==> src/rtl/trigger_event_capture.sv <==
// -----------------------------------------------------------------------------
// trigger_event_capture
//   Timestamps the trigger generator's A / C / fire pulses on rxclk, computes
//   the A->C and C->fire intervals, and queues one record per armed shot into a
//   first-word-fall-through FIFO. Also drives a stretched trig_out on fire.
//
// Ports
//   rxclk, rst                 clock, async active-high reset
//   arm                        shot enable; low forces IDLE and kills trig_out
//   detect_pls_0/1             generator pulses (A+fire / C), rising-edge used
//   pulse_tof                  ToF word captured with the record
//   timeout_cycles             max wait in WAIT_C / WAIT_FIRE (0 = no timeout)
//   stretch_len                trig_out width in cycles (0 acts as 1)
//   trig_out, busy             stretched fire pulse, registered busy flag
//   evt_valid/evt_rd           FIFO not-empty / pop strobe
//   evt_ts_a..evt_timeout      head record fields (0 when FIFO empty)
//   evt_count                  records held
//   overflow, ovf_clr          sticky dropped-push flag and its clear
// -----------------------------------------------------------------------------
module trigger_event_capture #(
   parameter int DEPTH_LOG2 = 3
) (
   input  logic                  rxclk,
   input  logic                  rst,
   input  logic                  arm,
   input  logic                  detect_pls_0,
   input  logic                  detect_pls_1,
   input  logic [31:0]           pulse_tof,
   input  logic [31:0]           timeout_cycles,
   input  logic [15:0]           stretch_len,
   output logic                  trig_out,
   output logic                  busy,
   output logic                  evt_valid,
   input  logic                  evt_rd,
   output logic [31:0]           evt_ts_a,
   output logic [31:0]           evt_dt_ac,
   output logic [31:0]           evt_dt_cf,
   output logic [31:0]           evt_tof,
   output logic                  evt_timeout,
   output logic [DEPTH_LOG2:0]   evt_count,
   output logic                  overflow,
   input  logic                  ovf_clr
);

   localparam int DEPTH = 1 << DEPTH_LOG2;
   localparam logic [DEPTH_LOG2:0] FULL_CNT = {1'b1, {DEPTH_LOG2{1'b0}}};

   typedef struct packed {
      logic [31:0] ts_a;
      logic [31:0] dt_ac;
      logic [31:0] dt_cf;
      logic [31:0] tof;
      logic        timeout;
   } rec_t;

   typedef enum logic [2:0] {IDLE, WAIT_A, WAIT_C, WAIT_FIRE, DONE} state_t;

   state_t       state_q;
   logic         d0_q, d1_q;
   logic         edge0, edge1;
   logic [31:0]  ts_q, ts_a_q, ts_c_q, wait_q;
   logic [15:0]  str_q;
   logic         trig_q, busy_q;
   logic         tmo_hit, fire, tmo, push;
   rec_t         rec;

   assign edge0   = detect_pls_0 & ~d0_q;
   assign edge1   = detect_pls_1 & ~d1_q;
   assign tmo_hit = (timeout_cycles != 32'd0) && (wait_q == timeout_cycles);

   // Event beats timeout in the same cycle; a d0 edge in WAIT_C is not an event.
   always_comb begin
      fire = arm && (state_q == WAIT_FIRE) && edge0;
      tmo  = arm && tmo_hit &&
             (((state_q == WAIT_C) && !edge1) || ((state_q == WAIT_FIRE) && !edge0));
      push = fire | tmo;
      rec.ts_a    = ts_a_q;
      rec.dt_ac   = (state_q == WAIT_C) ? 32'hFFFF_FFFF : ts_c_q - ts_a_q;
      rec.dt_cf   = fire ? ts_q - ts_c_q : 32'hFFFF_FFFF;
      rec.tof     = pulse_tof;
      rec.timeout = tmo;
   end

   // Shot FSM, timestamp, wait counter and stretcher
   always_ff @(posedge rxclk or posedge rst) begin
      if (rst) begin
         state_q <= IDLE;
         d0_q    <= 1'b0;
         d1_q    <= 1'b0;
         ts_q    <= '0;
         ts_a_q  <= '0;
         ts_c_q  <= '0;
         wait_q  <= '0;
         str_q   <= '0;
         trig_q  <= 1'b0;
         busy_q  <= 1'b0;
      end else begin
         d0_q   <= detect_pls_0;
         d1_q   <= detect_pls_1;
         busy_q <= (state_q == WAIT_C) || (state_q == WAIT_FIRE);
         if (!arm) begin
            state_q <= IDLE;
            ts_q    <= '0;
            wait_q  <= '0;
            str_q   <= '0;
            trig_q  <= 1'b0;
         end else begin
            // ts starts counting once the FSM has left IDLE, so the first
            // WAIT_A cycle reads 0
            if (state_q == IDLE)          ts_q <= '0;
            else if (ts_q != '1)          ts_q <= ts_q + 32'd1;

            if (fire) begin
               str_q  <= (stretch_len == 16'd0) ? 16'd1 : stretch_len;
               trig_q <= 1'b1;
            end else if (str_q != 16'd0) begin
               str_q  <= str_q - 16'd1;
               trig_q <= (str_q > 16'd1);
            end else begin
               trig_q <= 1'b0;
            end

            case (state_q)
               IDLE: state_q <= WAIT_A;
               WAIT_A: begin
                  if (edge0) begin
                     ts_a_q  <= ts_q;
                     wait_q  <= '0;
                     state_q <= WAIT_C;
                  end
               end
               WAIT_C: begin
                  if (edge1) begin
                     ts_c_q  <= ts_q;
                     wait_q  <= '0;
                     state_q <= WAIT_FIRE;
                  end else if (tmo) begin
                     state_q <= DONE;
                  end else if (wait_q != '1) begin
                     wait_q  <= wait_q + 32'd1;
                  end
               end
               WAIT_FIRE: begin
                  if (fire || tmo)          state_q <= DONE;
                  else if (wait_q != '1)    wait_q  <= wait_q + 32'd1;
               end
               DONE:    state_q <= DONE;
               default: state_q <= IDLE;
            endcase
         end
      end
   end

   assign trig_out = trig_q;
   assign busy     = busy_q;

   // ---------------------------------------------------------------- FIFO
   rec_t                   mem_q [DEPTH];
   logic [DEPTH_LOG2-1:0]  wp_q, rp_q;
   logic [DEPTH_LOG2:0]    cnt_q, cnt_d;
   logic                   ovf_q, ovf_d;
   logic                   full, pop, wr, drop;
   rec_t                   head;

   assign full = (cnt_q == FULL_CNT);
   assign pop  = evt_rd && (cnt_q != '0);
   // A pop in the same cycle frees the slot, so a full FIFO still accepts
   assign wr   = push && (!full || pop);
   assign drop = push && full && !pop;

   always_comb begin
      cnt_d = cnt_q;
      if (wr && !pop)      cnt_d = cnt_q + 1'b1;
      else if (!wr && pop) cnt_d = cnt_q - 1'b1;
      ovf_d = drop | (ovf_q & ~ovf_clr);
   end

   always_ff @(posedge rxclk or posedge rst) begin
      if (rst) begin
         wp_q  <= '0;
         rp_q  <= '0;
         cnt_q <= '0;
         ovf_q <= 1'b0;
      end else begin
         if (wr)  wp_q <= wp_q + 1'b1;
         if (pop) rp_q <= rp_q + 1'b1;
         cnt_q <= cnt_d;
         ovf_q <= ovf_d;
      end
   end

   // Storage has no reset; the head is masked while empty instead
   always_ff @(posedge rxclk) begin
      if (wr) mem_q[wp_q] <= rec;
   end

   assign evt_valid   = (cnt_q != '0);
   assign head        = evt_valid ? mem_q[rp_q] : '0;
   assign evt_ts_a    = head.ts_a;
   assign evt_dt_ac   = head.dt_ac;
   assign evt_dt_cf   = head.dt_cf;
   assign evt_tof     = head.tof;
   assign evt_timeout = head.timeout;
   assign evt_count   = cnt_q;
   assign overflow    = ovf_q;

endmodule

==> config.mk <==
export PLATFORM = sky130hd
export DESIGN_NAME = trigger_event_capture
export DESIGN_NICKNAME = d
export VERILOG_FILES = /design/src/rtl/trigger_event_capture.sv
export SDC_FILE = /design/constraint.sdc
export NUM_CORES = 1
export LEC_CHECK = 0
export BUFFER_PORTS_ARGS = -buffer_cell sky130_fd_sc_hd__clkbuf_2
export CORE_MARGIN = 8
export CORE_UTILIZATION = 35
export DETAILED_ROUTE_END_ITERATION = 12
export PLACE_DENSITY_LB_ADDON = 0.15
export SLEW_MARGIN = 20
export SYNTH_ARGS = -nofsm -noshare
export SYNTH_HDL_FRONTEND = slang
export SYNTH_SLANG_ARGS = --single-unit
==> constraint.sdc <==
create_clock -name rxclk -period 16 [get_ports rxclk]
set_input_delay 3.2 -clock rxclk [delete_from_list [all_inputs] [get_ports rxclk]]
set_output_delay 3.2 -clock rxclk [all_outputs]
set_load 0.01 [all_outputs]
==> flow_summary.yaml, run 1 <==
sta:
  fmax_ghz: 0.128
  hold_violations: 0
  rsz0062_at_grt: "false"
  setup_viol: 0
  drv_slew: 0
  skew_ps: 51.5
  min_period_ps: 7830
  layout_worst_path_cycle_share_pct: 48.9
  tightest_slew_ps: 1240
  slew_headroom_pct: 17.4
  tns_ps: 0
  whs_ps: 522
yosys:
  synthesis.area_per_instance_um2: 16.5
  syn_nets: 3238
  yosysWarnings: 0
  post_synth_num_cell_types: 72
  yosysSeqAreaShare_pct: 69.2
  syn_inst: 3077
  synth-seq-cells: 1194
  synth_edf_count: 1032
  synth_flop_cell: "edfxtp_1"
  netlist_area_um2: 50600
  synthArstFlopShare_pct: 13.6
min_path:
  worst_hold_path_type: "register to register"
clock_tree:
  cts_tree: "done"
  cts_setup_buffers: 0
  path_clk_slew_ps: 60
  ctsResizeCount: 0
  clock_path_buffers: 3
  h-tree-depth: 4
  hold_buffers: 0
  cts_sinks: 1194
  cts_buffers: 135
  clock_latency_ps: 780
  cts_root_buf: "clkbuf_16"
job:
  maxCapViolations: 0
floorplanning:
  start_util_pct: 35.2
  die-width_um: 396
  rows: 139
  core-area_um2: 144000
  dieArea_um2: 157000
  fp.dieH_um: 396
  io_pins: 224
cells_and_area:
  seqCellArea_um2: 35100
  fin_area_um2: 58400
  final_cell_mix: "edfxtp_1, mux4_2, nor2_1, clkbuf_2, nand2_1"
  drive_above_1_share_pct: 21.4
  finalNetCount: 3496
  n_fill_cell: 13172
  multi_input_area_um2: 14700
  syn_to_final_growth_pct: 15.4
  fin_cells: 5350
  final_common_cell: "edfxtp_1"
drt:
  drt_iter0_markers: 1775
  routed_wl_um: 126000
  post-route-drc-count: 0
  vias: 27567
  dr.pass1.iters: 7
  antenna_left: 0
  avgViaCountPerCell: 5.15
  routedWlPerCell_um: 23.6
power:
  seqPwrFrac_pct: 40.0
  leakage_nw: 21.0
  intPower_w: 0.00638
  ir_drop_uv: 121
  power_frac_clock_pct: 32.6
  power_density_nw_per_um2: 159
  p_switching_w: 0.00289
  swShare_pct: 31.2
  power_frac_comb_pct: 27.3
placement:
  port_buffers: 223
  dpl.cell_count: 5101
  place_area_um2: 54100
  gp_congestion: 0.826
  dpl.hpwl_um: 72800
global_routing:
  grt_pass1_wl_um: 191000
  antenna_found_initial: 2
  grt_max_degree: 131
  grt_use_total_pct: 16.0
  grt_pass1_vias: 28855
  grt.overflow.total: 0
setup_path:
  cp_slowest_cell: "dfrtp_4"
  cp_common_cell: "buf_4"
  cp.required_ps: 12800
  crit_chain: "buf_4 -> buf_4 -> mux4_2 -> mux2i_1 -> nor2_1 -> clkbuf_2"
  worst_setup_path_start_kind: "register"
  crit_fanout: 59
  arrival_ps: 4630
  end_kind: "output port"
  critPathKind: "register to output port"
  crit_family: "buffers and inverters"
  critical-path-max-stage-delay_ps: 830
  crit_buf_inv: 3
run_status:
  status: "finished clean"
## final timing paths
path                            from      endpoint  slack [ps]  cells past startpoint
min                          wp_q[0]       wp_q[0]         520                      1
max                          rp_q[1]  evt_ts_a[25]        8170                      6
min in group asynchronous        rst    wait_q[31]        2510                      2
min reg2reg                  wp_q[0]       wp_q[0]         520                      1
max in group asynchronous        rst       rp_q[2]       11570                      4
max reg2reg                wait_q[5]  mem_q[7][24]       11470                     10
## power by group through the flow
stage	clock (W)	combinational (W)	sequential [W]
floorplan	0	0.00176	0.00368
global placement	0	0.00264	0.00378
detailed placement	0	0.00264	0.00378
CTS	0.00311	0.00264	0.00371
global route	0.00323	0.00279	0.00372
finish	0.00302	0.00253	0.00371
## flip-flops by register name, summed over array words and instances, names as in the netlist
signal	count
busy	1
d0_q	1
d1_q	1
evt_count	4
mem_q	1032
overflow	1
rp_q	3
state_q	3
str_q	16
trig_out	1
ts_a_q	32
ts_c_q	32
ts_q	32
wait_q	32
wp_q	3
## metrics by stage
step | utilization (%) | setup slack, ps | total power [W]
3_3_place_gp | 37.6 | 8670 | 0.00642
6_report | 40.7 | 8170 | 0.00927
3_5_place_dp | 37.6 | 8570 | 0.00642
2_1_floorplan | - | 1100 | 0.00544
4_1_cts | 40.7 | 7910 | 0.00947
5_1_grt | 40.7 | 7900 | 0.00974
## cell usage after synthesis, drive strengths merged (4+ instances only)
| master | count | area share, % |
|---|---|---|
| and4 | 8 | 0.14 |
| ha | 71 | 1.8 |
| and2 | 18 | 0.22 |
| xor2 | 76 | 1.3 |
| o21bai | 12 | 0.18 |
| a21oi | 76 | 0.75 |
| a211oi | 17 | 0.25 |
| mux4 | 258 | 11 |
| dfrtp | 162 | 8.0 |
| buf | 55 | 0.49 |
| o41ai | 4 | 0.069 |
| a31oi | 17 | 0.21 |
| o31ai | 15 | 0.22 |
| nand4 | 24 | 0.33 |
| edfxtp | 1032 | 61 |
| nand2 | 182 | 1.3 |
| clkbuf | 85 | 0.63 |
| or3 | 12 | 0.15 |
| o2111ai | 5 | 0.086 |
| nand3 | 39 | 0.40 |
| inv | 100 | 0.74 |
| nand2b | 13 | 0.16 |
| xnor2 | 43 | 0.74 |
| nor2 | 259 | 1.9 |
| nand3b | 4 | 0.059 |
| nor2b | 11 | 0.14 |
| nor4 | 30 | 0.44 |
| a21o | 23 | 0.34 |
| nor3 | 30 | 0.30 |
| nor3b | 9 | 0.16 |
| and3 | 23 | 0.29 |
| o211ai | 7 | 0.10 |
| mux2i | 135 | 2.7 |
| o21ai | 160 | 1.6 |
| or2 | 4 | 0.049 |
| o21a | 8 | 0.12 |
| mux2 | 6 | 0.13 |
| a22oi | 6 | 0.089 |
| a21boi | 5 | 0.074 |
## area by class of cell
class / instances / share of cell area, %
antenna: 1 / 0.00428
inverter: 100 / 0.651
sequential: 1194 / 60.0
timing repair buffer: 261 / 2.61
tap: 1903 / 4.07
multi-input combinational: 1643 / 25.2
clock buffer: 177 / 6.14
clock inverter: 71 / 1.34
## logic make-up (layout without fill, tap and decap cells)
logic type                 count (synthesis)  in the layout  synth area share (%)
other                                      0              1                     0
and+or+nand+nor                          673            673                  6.23
adders and majority gates                 74             74                  1.87
buffers and inverters                    240            609                  1.86
DFF                                     1194           1194                  69.2
xor gates and xnor gates                 119            119                  2.06
muxes                                    399            399                  14.3
AOI/OAI and AO/OA                        378            378                  4.49
## metal layers
metal	track usage [%]	vias to the layer above	routed length (µm)
li1	-	12518	-
met1	21.7	14296	56600
met2	26.7	588	61800
met3	2.83	163	5030
met4	4.30	2	2870
met5	0	-	13
(Power assumes the default switching activity.)
==> inputs of run 2 (changes only) <==
==> constraint.sdc (replaced) <==
create_clock -name rxclk -period 6.6 [get_ports rxclk]
set_input_delay 1.32 -clock rxclk [delete_from_list [all_inputs] [get_ports rxclk]]
set_output_delay 1.32 -clock rxclk [all_outputs]
set_load 0.01 [all_outputs]
==> flow_summary.yaml, run 2 (same netlist as run 1, synthesis figures left out) <==
run_status:
  status: "finished clean"
cells_and_area:
  final_core_util_pct: 40.8
  n_fill_cell: 13188
  drive_above_1_share_pct: 21.6
  multi_input_area_um2: 14800
  seqCellArea_um2: 35100
  fin_cells: 5351
  final_common_cell: "edfxtp_1"
  largest-register: "mem_q"
  finalNetCount: 3502
  largest_register_ff_count: 1032
  fin_area_um2: 58600
  diodes: 0
  syn_to_final_growth_pct: 15.7
  final_cell_mix: "edfxtp_1, mux4_2, nor2_1, clkbuf_2, nand2_1"
drt:
  avgViaCountPerCell: 5.09
  dr.pass1.iters: 5
  drt_iter0_markers: 1603
  post-route-drc-count: 0
  vias: 27255
  routedWlPerCell_um: 22.8
  antenna_left: 0
  routed_wl_um: 122000
setup_path:
  crit_fanout: 65
  cp.required_ps: 5280
  r2r_start: "ts_q[0]"
  worst_setup_path_start_kind: "register"
  cp_slowest_cell: "dfrtp_4"
  r2r_slack_ps: 2360
  critical-path-max-stage-delay_ps: 970
  cp-startpoint: "rp_q[0]"
  arrival_ps: 3570
  rr_worst_depth: 12
  end_kind: "output port"
  critPathKind: "register to output port"
  r2r_end: "mem_q[0][63]"
  crit_chain: "buf_12 -> mux4_2 -> mux2i_1 -> nor2_1 -> clkbuf_2"
sta:
  layout_worst_path_cycle_share_pct: 74.1
  setup_viol: 0
  fmax_ghz: 0.205
  drv_slew: 0
  slew_headroom_pct: 26.8
  rsz0062_at_grt: "false"
  skew_ps: 34.1
  hold_violations: 0
  setup_ws_ps: 1710
  tightest_slew_ps: 1070
  min_period_ps: 4890
power:
  leakage_nw: 21.1
  power_density_nw_per_um2: 381
  ir_drop_uv: 257
floorplanning:
  fp.dieH_um: 396
  die-width_um: 396
  start_util_pct: 35.2
  io_pins: 224
  core-area_um2: 144000
  dieArea_um2: 157000
  rows: 139
placement:
  pre_cts_slack_ps: 1840
  port_buffers: 223
  gp_congestion: 0.834
  dpl.hpwl_um: 72900
  dpl.cell_count: 5108
  place_area_um2: 54300
clock_tree:
  hold_buffers: 0
  ctsResizeCount: 0
  cts_buffers: 134
  cts_sinks: 1194
  cts_tree: "done"
  clock_path_buffers: 3
  h-tree-depth: 4
  path_clk_slew_ps: 60
  cts_setup_buffers: 0
  clock_latency_ps: 770
  cts_root_buf: "clkbuf_16"
global_routing:
  grt_use_total_pct: 15.4
  grt_pass1_vias: 28520
  grt_pass1_wl_um: 185000
  antenna_found_initial: 3
  grt.overflow.total: 0
  grt_max_degree: 151
job:
  maxCapViolations: 0
min_path:
  worst_hold_path_type: "input port to asynchronous set/reset pin"
[run 2: final cells by class]
class / count / share of cell area [%]
inverter: 100 / 0.650
sequential: 1194 / 59.9
tap: 1903 / 4.07
multi-input combinational: 1643 / 25.2
clock inverter: 65 / 1.21
timing repair buffer: 268 / 2.91
clock buffer: 178 / 6.10
[run 2: power breakdown]
group	total, W	switching (W)	internal (W)	leakage, nW
Sequential	0.00905	0.000377	0.00867	12.0
Clock	0.00717	0.00307	0.00410	2.06
Combinational	0.00607	0.00343	0.00264	6.97
Total	0.0223	0.00688	0.0154	21.1
[run 2: worst max-delay path, delay by kind of cell (launching register included)]
family / cells / cell delay [ps]
buf+inv: 2 / 630
simple gates: 1 / 100
mux: 2 / 910
flops: 1 / 970
[run 2: how the worst max path moves through the flow]
stage / to / cells past startpoint
after floorplan: mem_q[6][0] / 7
after CTS: evt_dt_ac[31] / 5
after global placement: mem_q[6][78] / 10
after detailed placement: mem_q[2][80] / 10
final: evt_dt_cf[14] / 5
after global routing: evt_dt_cf[12] / 5
[run 2: routing by layer]
layer,track usage (%),vias to the layer above,wire [µm]
met2,26.3,439,60800
li1,-,12505,-
met5,0,-,7
met4,3.70,2,2250
met1,20.3,14144,54600
met3,2.78,165,4160
[run 2: metrics by stage]
stage	total power, W	hold slack [ps]	setup TNS [ps]
after floorplan	0.0132	487	-19750
after global placement	0.0155	527	0
after detailed placement	0.0155	538	0
after CTS	0.0228	377	0
after global routing	0.0234	405	0
final	0.0223	451	0
